File: config.mk
export PLATFORM = sky130hd
export DESIGN_NAME = fibo_bcd_display
export DESIGN_NICKNAME = d
export VERILOG_FILES = /design/src/rtl/fibo_bcd_display.sv
export SDC_FILE = /design/constraint.sdc
export NUM_CORES = 1
export LEC_CHECK = 0
export ABC_AREA = 1
export BUFFER_PORTS_ARGS = -buffer_cell sky130_fd_sc_hd__buf_2
export CELL_PAD_IN_SITES_DETAIL_PLACEMENT = 0
export CELL_PAD_IN_SITES_GLOBAL_PLACEMENT = 1
export CORE_ASPECT_RATIO = 0.7
export CORE_MARGIN = 1.5
export CORE_UTILIZATION = 45
export DETAILED_ROUTE_END_ITERATION = 16
export PLACE_DENSITY_LB_ADDON = 0.1
export SLEW_MARGIN = 25
export SYNTH_ARGS = -nofsm -noshare
export SYNTH_HDL_FRONTEND = slang
export SYNTH_SLANG_ARGS = --single-unit
File: constraint.sdc
create_clock -name clk -period 3.5 [get_ports clk]
set_clock_uncertainty 0.1 [all_clocks]
set_input_delay 0.35 -clock clk [delete_from_list [all_inputs] [get_ports clk]]
set_output_delay 0.35 -clock clk [all_outputs]
set_load 0.01 [all_outputs]
File: src/rtl/fibo_bcd_display.sv
// fibo_bcd_display
//   Captures the Fibonacci calculator result when its done flag rises. Converts
//   the binary word to packed BCD with a sequential shift-add-3 (double-dabble)
//   engine, then drives registered active-low 7-segment patterns.
//
//   Optional build macro: LEADING_ZERO_BLANK_EN
//     Defined   : leading zero digits above digit 0 are blanked on the displays.
//     Undefined : every display shows its digit, including leading zeros.
//
// Ports
//   clk        in   system clock, rising edge
//   reset      in   synchronous, active-high reset
//   bin_in     in   WIDTH-bit binary value (calculator fibo_out)
//   done_in    in   calculator done level; its rising edge starts a conversion
//   busy       out  high while a conversion is in progress
//   bcd_valid  out  high when bcd_out/seg_n hold a completed conversion
//   bcd_out    out  packed BCD, digit 0 (ones) at [3:0]
//   seg_n      out  active-low segments, digit k at [7k+6:7k], order {g,f,e,d,c,b,a}
module fibo_bcd_display #(
  parameter int WIDTH  = 16,
  parameter int DIGITS = 5
) (
  input  logic                  clk,
  input  logic                  reset,
  input  logic [WIDTH-1:0]      bin_in,
  input  logic                  done_in,
  output logic                  busy,
  output logic                  bcd_valid,
  output logic [DIGITS*4-1:0]   bcd_out,
  output logic [DIGITS*7-1:0]   seg_n
);

  localparam int BCD_W = DIGITS * 4;
  localparam int SR_W  = BCD_W + WIDTH;
  localparam int CNT_W = $clog2(WIDTH + 1);

  typedef enum logic [1:0] {
    IDLE    = 2'd0,
    CONVERT = 2'd1,
    HOLD    = 2'd2
  } state_t;

  state_t             state, state_nxt;
  logic               done_q;
  logic               start;
  logic               load;
  logic               publish;
  logic [CNT_W-1:0]   cnt, cnt_nxt;
  logic [SR_W-1:0]    sr, sr_nxt;
  logic [BCD_W-1:0]   bcd_new;

  // One double-dabble iteration: correct every BCD nibble that would overflow
  // past 9 when doubled, then shift the whole {bcd, bin} register left by one.
  function automatic logic [SR_W-1:0] dabble_step(input logic [SR_W-1:0] s);
    logic [SR_W-1:0] t;
    t = s;
    for (int k = 0; k < DIGITS; k++) begin
      if (t[WIDTH+4*k +: 4] >= 4'd5)
        t[WIDTH+4*k +: 4] = t[WIDTH+4*k +: 4] + 4'd3;
    end
    return {t[SR_W-2:0], 1'b0};
  endfunction

  // Active-low {g,f,e,d,c,b,a}; non-decimal nibbles blank the display.
  function automatic logic [6:0] seg7(input logic [3:0] d);
    logic [6:0] p;
    case (d)
      4'd0:    p = 7'b1000000;
      4'd1:    p = 7'b1111001;
      4'd2:    p = 7'b0100100;
      4'd3:    p = 7'b0110000;
      4'd4:    p = 7'b0011001;
      4'd5:    p = 7'b0010010;
      4'd6:    p = 7'b0000010;
      4'd7:    p = 7'b1111000;
      4'd8:    p = 7'b0000000;
      4'd9:    p = 7'b0010000;
      default: p = 7'b1111111;
    endcase
    return p;
  endfunction

  function automatic logic [DIGITS*7-1:0] seg_word(input logic [BCD_W-1:0] bcd);
    logic [DIGITS*7-1:0] w;
`ifdef LEADING_ZERO_BLANK_EN
    logic lead;
    lead = 1'b1;
    // Walk from the most significant digit down; blank zeros until the first
    // non-zero digit. Digit 0 is always shown so zero reads as a single "0".
    for (int k = DIGITS - 1; k >= 0; k--) begin
      if (lead && (k != 0) && (bcd[4*k +: 4] == 4'd0)) begin
        w[7*k +: 7] = 7'b1111111;
      end else begin
        lead        = 1'b0;
        w[7*k +: 7] = seg7(bcd[4*k +: 4]);
      end
    end
`else
    for (int k = 0; k < DIGITS; k++)
      w[7*k +: 7] = seg7(bcd[4*k +: 4]);
`endif
    return w;
  endfunction

  // Next-state and datapath control. A start is a rising edge of done_in;
  // starts are only honoured outside CONVERT, and done_q keeps tracking the
  // level so a flag held through a conversion never retriggers afterwards.
  always_comb begin
    state_nxt = state;
    cnt_nxt   = cnt;
    sr_nxt    = sr;
    load      = 1'b0;
    publish   = 1'b0;
    start     = done_in & ~done_q;
    case (state)
      IDLE, HOLD: begin
        if (start) begin
          load      = 1'b1;
          state_nxt = CONVERT;
          cnt_nxt   = '0;
          sr_nxt    = {{BCD_W{1'b0}}, bin_in};
        end
      end
      CONVERT: begin
        sr_nxt  = dabble_step(sr);
        cnt_nxt = cnt + CNT_W'(1);
        if (cnt == CNT_W'(WIDTH - 1)) begin
          publish   = 1'b1;
          state_nxt = HOLD;
        end
      end
      default: state_nxt = IDLE;
    endcase
  end

  assign bcd_new = sr_nxt[SR_W-1 -: BCD_W];
  assign busy    = (state == CONVERT);

  // Register stage: state, engine and published outputs. bcd_out and seg_n
  // change together, and only when a conversion completes.
  always_ff @(posedge clk) begin
    if (reset) begin
      state     <= IDLE;
      done_q    <= 1'b0;
      cnt       <= '0;
      sr        <= '0;
      bcd_valid <= 1'b0;
      bcd_out   <= '0;
      seg_n     <= '1;
    end else begin
      state  <= state_nxt;
      done_q <= done_in;
      cnt    <= cnt_nxt;
      sr     <= sr_nxt;
      if (load)
        bcd_valid <= 1'b0;
      if (publish) begin
        bcd_valid <= 1'b1;
        bcd_out   <= bcd_new;
        seg_n     <= seg_word(bcd_new);
      end
    end
  end

endmodule

==> out/results.tsv <==
stage	metric	value	unit
placed_design	numPortBuffers	75	
global_route	globalRouteOverflowTotal	0	
die	dieWidth	132.8	um
sta	tightest_slew	0.7712	ns
die	row_count	32	
detailed_routing	routed.top_layer	met4	
yosys	seq_area_frac_synth	37.73	%
sta	setup_tns	0	ns
worst_setup_path	cp_num_buf_inv	4	
sta	hold_viol	0	
clock_network	post_cts_buffers	0	
die	die_h	93.86	um
finish	diodes	0	
worst_setup_path	start_kind	flip-flop	
hold_path	min_path_type	input port to flip-flop	
yosys	synthArstFlopShare	0	%
sta	rsz0062_at_grt	no	
clock_network	max-clock-path-buffers	2	
worst_setup_path	rrSetupSlack	1.12	ns
placed_design	gp_congestion	0.8641	
worst_setup_path	cp_slowest_cell	dfxtp_1	
detailed_routing	wl_per_cell	13.28	um
worst_setup_path	required	3.64	ns
yosys	synth_edf_count	0	
finish	syn_to_final_growth	13.96	%
worst_setup_path	crit_top_cell	nand2_1	
detailed_routing	wl_met2	5.467	mm
clock_network	cts.root.buffer_cell	clkbuf_16	
detailed_routing	drtIter0Drc	212	
pwr	p_per_area	377.7	nW/um^2
outcome	status	finished clean	
placed_design	place_ws	1.156	ns
clock_network	numCtsBuffers	9	
detailed_routing	routed_via_density	5.072	
global_route	track_usage	21.45	%
detailed_routing	drt-total-wl	12.48	mm
sta	postLayoutSetupSlackWorst	1.119	ns
clock_network	htreeDepth	3	
worst_setup_path	cp.depth	15	
yosys	ys_ff_latch	100	
finish	drive_above_1_share	19.95	%
detailed_routing	wl_met3	529	um
clock_network	cts_hold_buffers	0	
pwr	seqPwrFrac	51.0	%
finish	layout_commonest_cell	nand2_1	
yosys	synth_nets	779	
yosys	synth_ff_type	dfxtp_1	
detailed_routing	wl_met1	6.364	mm
pwr	switchingPower	0.5114	mW
detailed_routing	vias	4768	
worst_setup_path	worstPathCellList	inv_1 > ha_1 > inv_1 > nand2_1 > nand3_1 > nand4_1 > o21ai_2 > inv_1 > ha_1 > inv_1 > nand2_1 > nand3_1 > nand2_1 > nand2_1 > nand2_1	
yosys	ys_types	35	
pwr	p_clk_share	43.5	%
die	coreArea	11250	um^2
yosys	yosysWarnings	0	
job	maxCapViolCount	0	
worst_setup_path	cpPeakStageDelay	0.37	ns
pwr	p_int	1.772	mW
sta	period_share	68.02	%
finish	n_fill_cell	1102	
global_route	grt_pass1_vias	4607	
clock_network	clk_pin_slew	0.06	ns
detailed_routing	firstDrtPassIters	4	
sta	fmax	420.1	MHz
worst_setup_path	path_delay_family	simple AND/OR/NAND/NOR gates	
placed_design	dpl.hpwl	8.636	mm
pwr	p_comb_share	5.5	%
global_route	grt_max_degree	67	
die	ios	76	
die	dieArea	12460	um^2
detailed_routing	drtAntennaViolNets	0	
worst_setup_path	critPathCaptureType	flip-flop	
clock_network	tritoncts	yes	
sta	max_slew_margin	48.59	%
finish	layout.nets	840	
sta	final-max-slew-violation-count	0	
yosys	netlist_area	5306	um^2
worst_setup_path	cp_data_arrival_time	2.52	ns
worst_setup_path	crit_fanout	5	
worst_setup_path	rr_worst_depth	15	
global_route	antenna_found_initial	0	
pwr	leakage	2.848	nW
finish	most-common-layout-cells	nand2_1 (216), dfxtp_1 (100), buf_2 (75)	
clock_network	worstSkewPairLatency	0.34	ns
sta	setup_viol	0	
detailed_routing	route.detailed.drc	0	
sta	timing.final.crit_period	2.381	ns
pwr	switching_share	22.39	%
clock_network	cts_num_sinks	100	
hold_path	hold_depth	3	
worst_setup_path	worstSetupPathType	flip-flop to flip-flop	
clock_network	cts_resized	0	
yosys	synthCells	723	
pwr	vdd_drop_max	211.7	uV
die	initial_utilization	47.16	%
yosys	avgSynthCellArea	7.339	um^2
global_route	grt_pass1_wl	21.63	mm
==> power groups by stage <==
stage	Sequential, mW	Clock [mW]	Combinational [mW]
after global routing	1.17	1.07	0.141
after floorplan	1.19	0	0.101
final	1.16	0.993	0.126
after global placement	1.19	0	0.126
after CTS	1.16	1.03	0.128
after detailed placement	1.19	0	0.128
==> layer usage <==
layer	vias up	global-route usage, %
li1	2466	-
met5	-	0
met1	2200	28.82
met3	11	4.908
met2	91	34.24
met4	0	6.868
==> cell type report <==
class,count,area (um^2),share of cell area [%]
multi-input combinational,512,2838,46.93
sequential,100,2002,33.11
timing repair buffer,80,412.9,6.828
inverter,81,311.5,5.152
clock buffer,12,256.5,4.242
tap,153,191.4,3.166
clock inverter,2,35.03,0.5794
==> cell usage after synthesis (all sizes together), types with 5 or more instances <==
master | n | area share [%]
a21oi | 47 | 4.4
a22oi | 7 | 0.99
a31oi | 12 | 1.4
buf | 17 | 2.1
clkbuf | 13 | 0.92
dfxtp | 100 | 38
ha | 37 | 8.7
inv | 79 | 5.7
nand2 | 240 | 19
nand3 | 65 | 6.5
nand3b | 5 | 0.71
nand4 | 10 | 1.2
nor2 | 36 | 3.1
o211ai | 17 | 2.4
o21ai | 25 | 3.3
o21bai | 5 | 0.71
==> logic make-up after synthesis <==
kind of cell | share of synthesized area (%)
AOI/OAI and AO/OA | 13.75
adders and majority gates | 8.724
and+or+nand+nor | 30.87
DFF | 37.73
buffers and inverters | 8.936
==> metrics by stage <==
stage / hold slack (ns) / utilization (%) / power, mW / std cells / area [um^2]
5_1_grt: 0.1629 / 53.75 / 2.373 / 940 / 6047
2_1_floorplan: 0.3403 / - / 1.288 / 723 / 5306
3_3_place_gp: 0.3469 / 51.16 / 1.315 / 926 / 5756
4_1_cts: 0.1350 / 53.75 / 2.319 / 940 / 6047
3_5_place_dp: 0.3510 / 51.16 / 1.318 / 926 / 5756
6_report: 0.1344 / 53.75 / 2.284 / 940 / 6047
==> sequential cells by signal, summed over array words and instances (netlist names) <==
name and flops:
sr 36, seg_n 35, bcd_out 20, cnt 5, state 2, bcd_valid 1, done_q 1
==> worst register-to-register path: stages, from the launching register on <==
cell     delay, ns
dfxtp_1       0.37
inv_1         0.10
ha_1          0.21
inv_1         0.06
nand2_1       0.09
nand3_1       0.14
nand4_1       0.18
o21ai_2       0.17
inv_1         0.18
ha_1          0.33
inv_1         0.06
nand2_1       0.06
nand3_1       0.08
nand2_1       0.05
nand2_1       0.05
nand2_1       0.05
==> worst paths after layout <==
kind | startpoint | to
worst max register to register | sr[28] | seg_n[31]
worst min-delay path | done_in | done_q
worst max-delay path | sr[28] | seg_n[31]
worst min register to register | bcd_out[7] | bcd_out[7]
No activity file was read; power rests on OpenSTA's default activity.
